<file path="config.mk">
export PLATFORM = sky130hd
export DESIGN_NAME = fifo_wr_arbiter
export DESIGN_NICKNAME = d
export VERILOG_FILES = /design/src/rtl/fifo_wr_arbiter.sv
export SDC_FILE = /design/constraint.sdc
export NUM_CORES = 1
export LEC_CHECK = 0
export ABC_AREA = 0
export CAP_MARGIN = 20
export CORE_MARGIN = 5
export CORE_UTILIZATION = 35
export CTS_BUF_LIST = sky130_fd_sc_hd__clkbuf_8
export DETAILED_ROUTE_END_ITERATION = 12
export GPL_TIMING_DRIVEN = 1
export MAX_ROUTING_LAYER = met4
export PLACE_DENSITY = 0.82
export SETUP_SLACK_MARGIN = 0.02
export SYNTH_ARGS = -nofsm -noshare
export SYNTH_HDL_FRONTEND = slang
export SYNTH_SLANG_ARGS = --single-unit
</file>
<file path="constraint.sdc">
create_clock -name wr_clk -period 2 [get_ports wr_clk]
set_input_delay 0.6 -clock wr_clk [delete_from_list [all_inputs] [get_ports wr_clk]]
set_output_delay 0.6 -clock wr_clk [all_outputs]
set_load 0.01 [all_outputs]
</file>
<file path="src/rtl/fifo_wr_arbiter.sv">
// Round-robin arbiter sharing one FIFO write port among NUM_REQ producers, bursts of <= MAX_BURST.
// Define FIFO_ARB_STATS_EN to build the words_total push counter; otherwise it is tied to zero.
module fifo_wr_arbiter #(
  parameter int unsigned NUM_REQ    = 4,
  parameter int unsigned DATA_WIDTH = 8,
  parameter int unsigned MAX_BURST  = 4
) (
  input  logic                          wr_clk,
  input  logic                          wr_rst,
  input  logic [NUM_REQ-1:0]            req,
  input  logic [NUM_REQ*DATA_WIDTH-1:0] req_data,
  output logic [NUM_REQ-1:0]            ack,
  output logic [NUM_REQ-1:0]            gnt,
  input  logic                          full,
  output logic                          push,
  output logic [DATA_WIDTH-1:0]         push_data,
  output logic                          busy,
  output logic [15:0]                   words_total
);

  localparam int unsigned PtrW = (NUM_REQ > 1) ? $clog2(NUM_REQ) : 1;
  localparam int unsigned CntW = $clog2(MAX_BURST) + 1;

  typedef enum logic [0:0] {StIdle, StBurst} state_e;

  state_e          state;
  logic [PtrW-1:0] rr_ptr;
  logic [CntW-1:0] burst_cnt;
  logic            win_found;
  logic [PtrW-1:0] win_idx;
  logic            req_g;

  // First requester at or after rr_ptr+1, wrapping around.
  always_comb begin
    win_found = 1'b0;
    win_idx   = '0;
    for (int unsigned k = 1; k <= NUM_REQ; k++) begin
      for (int unsigned i = 0; i < NUM_REQ; i++) begin
        if (!win_found && req[i] && (i == (32'(rr_ptr) + k) % NUM_REQ)) begin
          win_found = 1'b1;
          win_idx   = PtrW'(i);
        end
      end
    end
  end

  // gnt is zero outside BURST, so the mux and push fall to zero when idle.
  always_comb begin
    push_data = '0;
    for (int unsigned i = 0; i < NUM_REQ; i++) begin
      if (gnt[i]) push_data = req_data[i*DATA_WIDTH +: DATA_WIDTH];
    end
    req_g = |(req & gnt);
    push  = (state == StBurst) && req_g && !full;
    ack   = gnt & {NUM_REQ{push}};
    busy  = (state == StBurst);
  end

  always_ff @(posedge wr_clk or negedge wr_rst) begin
    if (!wr_rst) begin
      state     <= StIdle;
      gnt       <= '0;
      rr_ptr    <= PtrW'(NUM_REQ - 1);
      burst_cnt <= '0;
    end else begin
      unique case (state)
        StIdle: begin
          if (win_found) begin
            gnt       <= NUM_REQ'(1) << win_idx;
            rr_ptr    <= win_idx;
            burst_cnt <= '0;
            state     <= StBurst;
          end
        end
        StBurst: begin
          if (push) begin
            burst_cnt <= burst_cnt + 1'b1;
            if (burst_cnt == CntW'(MAX_BURST - 1)) begin
              gnt   <= '0;
              state <= StIdle;
            end
          end else if (!req_g) begin
            gnt   <= '0;
            state <= StIdle;
          end
        end
        default: state <= StIdle;
      endcase
    end
  end

`ifdef FIFO_ARB_STATS_EN
  logic [15:0] words_cnt;

  always_ff @(posedge wr_clk or negedge wr_rst) begin
    if (!wr_rst) begin
      words_cnt <= '0;
    end else if (push) begin
      words_cnt <= words_cnt + 16'd1;
    end
  end

  assign words_total = words_cnt;
`else
  assign words_total = 16'h0000;
`endif

endmodule
</file>
==> metrics.txt, run 1 <==
starting density of the core=36.4%; Die Area=0.00404 mm2; warning count from the yosys run=0; CTS Root Cell=clkbuf_8; Post-Route WL=3.55 mm; Min-Delay Path Depth=1; routed vias=1,142; global-route wire length before repair=5.62 mm; port bufs=56; deepest clock path buffer count=2; Final setup viols=13; layout cell share with drive strength beyond 1=34.2%; Worst EP arrival=1.59 ns; Die H=63.5 um; Power Internal=1.33 mW; Worst Path Required=1.40 ns; number of global-route vias before repair=1,175; TNS Setup=-1.83 ns; Critical Path, Cell by Cell=buf_2, a22o_1, o211a_1, buf_6, and2_4, buf_6; Clk network pwr share=11.1%; Post-Syn Area per Cell=8.23 um2; endpoints failing hold=0; Power Dens Cells=1260 mW/mm2; ANT nets after route=0; Seq pwr share=16.9%; CP max stage delay=0.27 ns; Seq/Total Area, Yosys=25.2%; CTS tree=done; Seq cells post-synth=10; clock slew seen by the registers of the worst setup and hold paths=0.05 ns; Comb power frac=72.0%; crit path kind=input pin to output port; Ports=73; num rows=19; antenna cells=0; Util after Layout=64.6%; cell mode on critical path=buf_6; Clock Latency Late Sink=0.23 ns; Cells after Synth=122; VDD IR-drop max=0.780 mV; H-Tree Depth=1; switch share=40.7%; nets@finish=241; fmax=456 MHz; static leakage=0.898 nW; area of the core=0.00276 mm2; max-capacitance violation count=0; DR iter-0 viols=35; failing checks=negative setup slack; GRT overflow=0; Total Power=2.25 mW; Setup crit start kind=input pin; TritonCTS Sinks=10; CTS Buf Count=3; status=complete, but fails checks; primary flip-flop cell chosen by synthesis mapping=dfrtp_1; DIE WIDTH=63.5 um; worst setup margin=-0.192 ns; async set-or-reset flop fraction in the synthesized netlist=100%; initial antenna violation count=0; Synth Cell Area=0.00100 mm2; detailed-route DRC error count=0; reg2reg path depth=6; DP HPWL=2.69 mm; GRT Resource Usage Total=18.0%; RSZ-0062 raised after global routing=true; largest net degree at the start of global routing=20; fin crit period=2.19 ns; endpoint type of the worst setup path=output port; synth unique cells=37; fin crit share=110%; Wirelength per Cell=15.4 um; vias per cell=4.97; iteration count of the initial detailed-routing pass=4; worst-path maximum fanout=4; Sw Pwr=917 uW; Final Slew Violations=0; Clock Skews=0.00252 ns; EDFF count, synth=0; Worst path slowest cell=o211a_1; Hold Path Class=register to register; Area growth, synth to finish=77.4%; r2r setup slk=0.48 ns; RD Place Congestion=0.816
==> registers in the layout (all words and copies together), names as in the netlist <==
register / count
burst_cnt: 3
busy: 1
gnt: 4
rr_ptr: 2
==> routing by layer <==
metal  vias up  routed length (um)  GRT usage [%]
met2        39                1940           32.5
li1        557                   -              -
met1       538                1350           18.7
met4         0                  68           7.27
met3         8                 196           4.09
met5         -                   0              -
==> placed cells by master, fill, tap and decap left out, types with 3 or more instances in the layout <==
| master | instances |
|---|---|
| a221oi_2 | 7 |
| a22o_1 | 4 |
| and2_4 | 4 |
| buf_2 | 10 |
| buf_4 | 18 |
| buf_6 | 11 |
| clkbuf_8 | 4 |
| clkdlybuf4s50_1 | 11 |
| conb_1 | 16 |
| dfrtp_1 | 8 |
| dlygate4sd2_1 | 27 |
| inv_1 | 4 |
| nand2_1 | 16 |
| nor2_1 | 4 |
| nor2b_1 | 8 |
| o21ai_0 | 3 |
| o31ai_1 | 6 |
==> critical path: cells and delay by family <==
family	cells	cell delay [ns]
compound gates	2	0.48
buf+inv	3	0.36
simple gates	1	0.15
==> kinds of logic (layout without fill, tap and decap cells) <==
kind of cell / after synthesis / after routing / share of synthesized area (%)
adder cells (fa/ha/maj): 2 / 2 / 2.49
other: 1 / 16 / 0.374
buffers and inverters: 28 / 90 / 18.8
multiplexers: 3 / 3 / 3.12
AND/OR/NAND/NOR: 46 / 46 / 24.3
AO/OA/AOI/OAI: 32 / 32 / 25.7
flip-flops: 10 / 10 / 25.2
==> cells in the mapped netlist (all sizes together), types with 2 or more instances <==
cell / n / share of area (%)
a21oi: 2 / 1.0
a221oi: 7 / 6.1
a22o: 4 / 3.5
and2: 4 / 2.5
buf: 20 / 16
clkbuf: 4 / 1.5
dfrtp: 8 / 20
dfstp: 2 / 5.2
ha: 2 / 2.5
inv: 4 / 1.5
mux2i: 2 / 2.0
nand2: 17 / 6.4
nand2b: 2 / 1.2
nand3: 2 / 1.0
nor2: 5 / 2.1
nor2b: 8 / 5.0
o21ai: 5 / 2.5
o31ai: 7 / 5.2
or2: 2 / 1.2
or2b: 2 / 1.5
==> per-stage QoR <==
stage               setup slack (ns)  hold WS, ns  instance area, um2  std cells
floorplan                     0.0431        0.304                1060        137
global placement              -0.794        0.469                1610        216
detailed placement            -0.843        0.494                1610        216
CTS                           -0.183        0.499                1730        228
global route                  -0.232        0.542                1780        230
finish                        -0.192        0.498                1780        230
==> area by class of cell <==
class	count	area, um2
Multi-Input combinational cell	99	683
Timing Repair Buffer	82	736
Inverter	4	15.0
Clock buffer	4	55.1
Tap cell	31	38.8
Fill cell	235	977
Sequential cell	10	253
==> power groups by stage <==
stage	sequential, mW	combinational [mW]	clock [mW]
after floorplan	0.391	0.762	0
after global routing	0.392	1.76	0.267
final	0.380	1.62	0.249
after CTS	0.379	1.53	0.255
after global placement	0.380	1.41	0
after detailed placement	0.378	1.46	0
==> path summary, 6_finish.rpt <==
path	start	end
max in group asynchronous	wr_rst	rr_ptr[0]$_DFFE_PN1P_
max	req[3]	ack[3]
min in group asynchronous	wr_rst	busy$_DFF_PN0_
min	burst_cnt[0]$_DFFE_PN0P_	burst_cnt[0]$_DFFE_PN0P_
min reg2reg	burst_cnt[0]$_DFFE_PN0P_	burst_cnt[0]$_DFFE_PN0P_
max reg2reg	burst_cnt[0]$_DFFE_PN0P_	gnt[0]$_DFFE_PN0P_
==> timing repair <==
item | CTS | global route
pin swaps | 22 | 4
setup buffers | 8 | 2
endpoints found under the setup margin | 16 | 15
hold buffers | 0 | 0
resized for setup | 116 | 10
Note: power is estimated with default switching activity, not from simulation.
==> run 2, diff against run 1 <==
--- a/config.mk
+++ b/config.mk
@@ -10,6 +10,7 @@
 export CORE_MARGIN = 5
 export CORE_UTILIZATION = 35
 export CTS_BUF_LIST = sky130_fd_sc_hd__clkbuf_8
+export CTS_CLUSTER_DIAMETER = 50
 export DETAILED_ROUTE_END_ITERATION = 12
 export GPL_TIMING_DRIVEN = 1
 export MAX_ROUTING_LAYER = met4
==> results of run 2 <==
The final DEF is identical to that of run 1; final timing and power are the same.
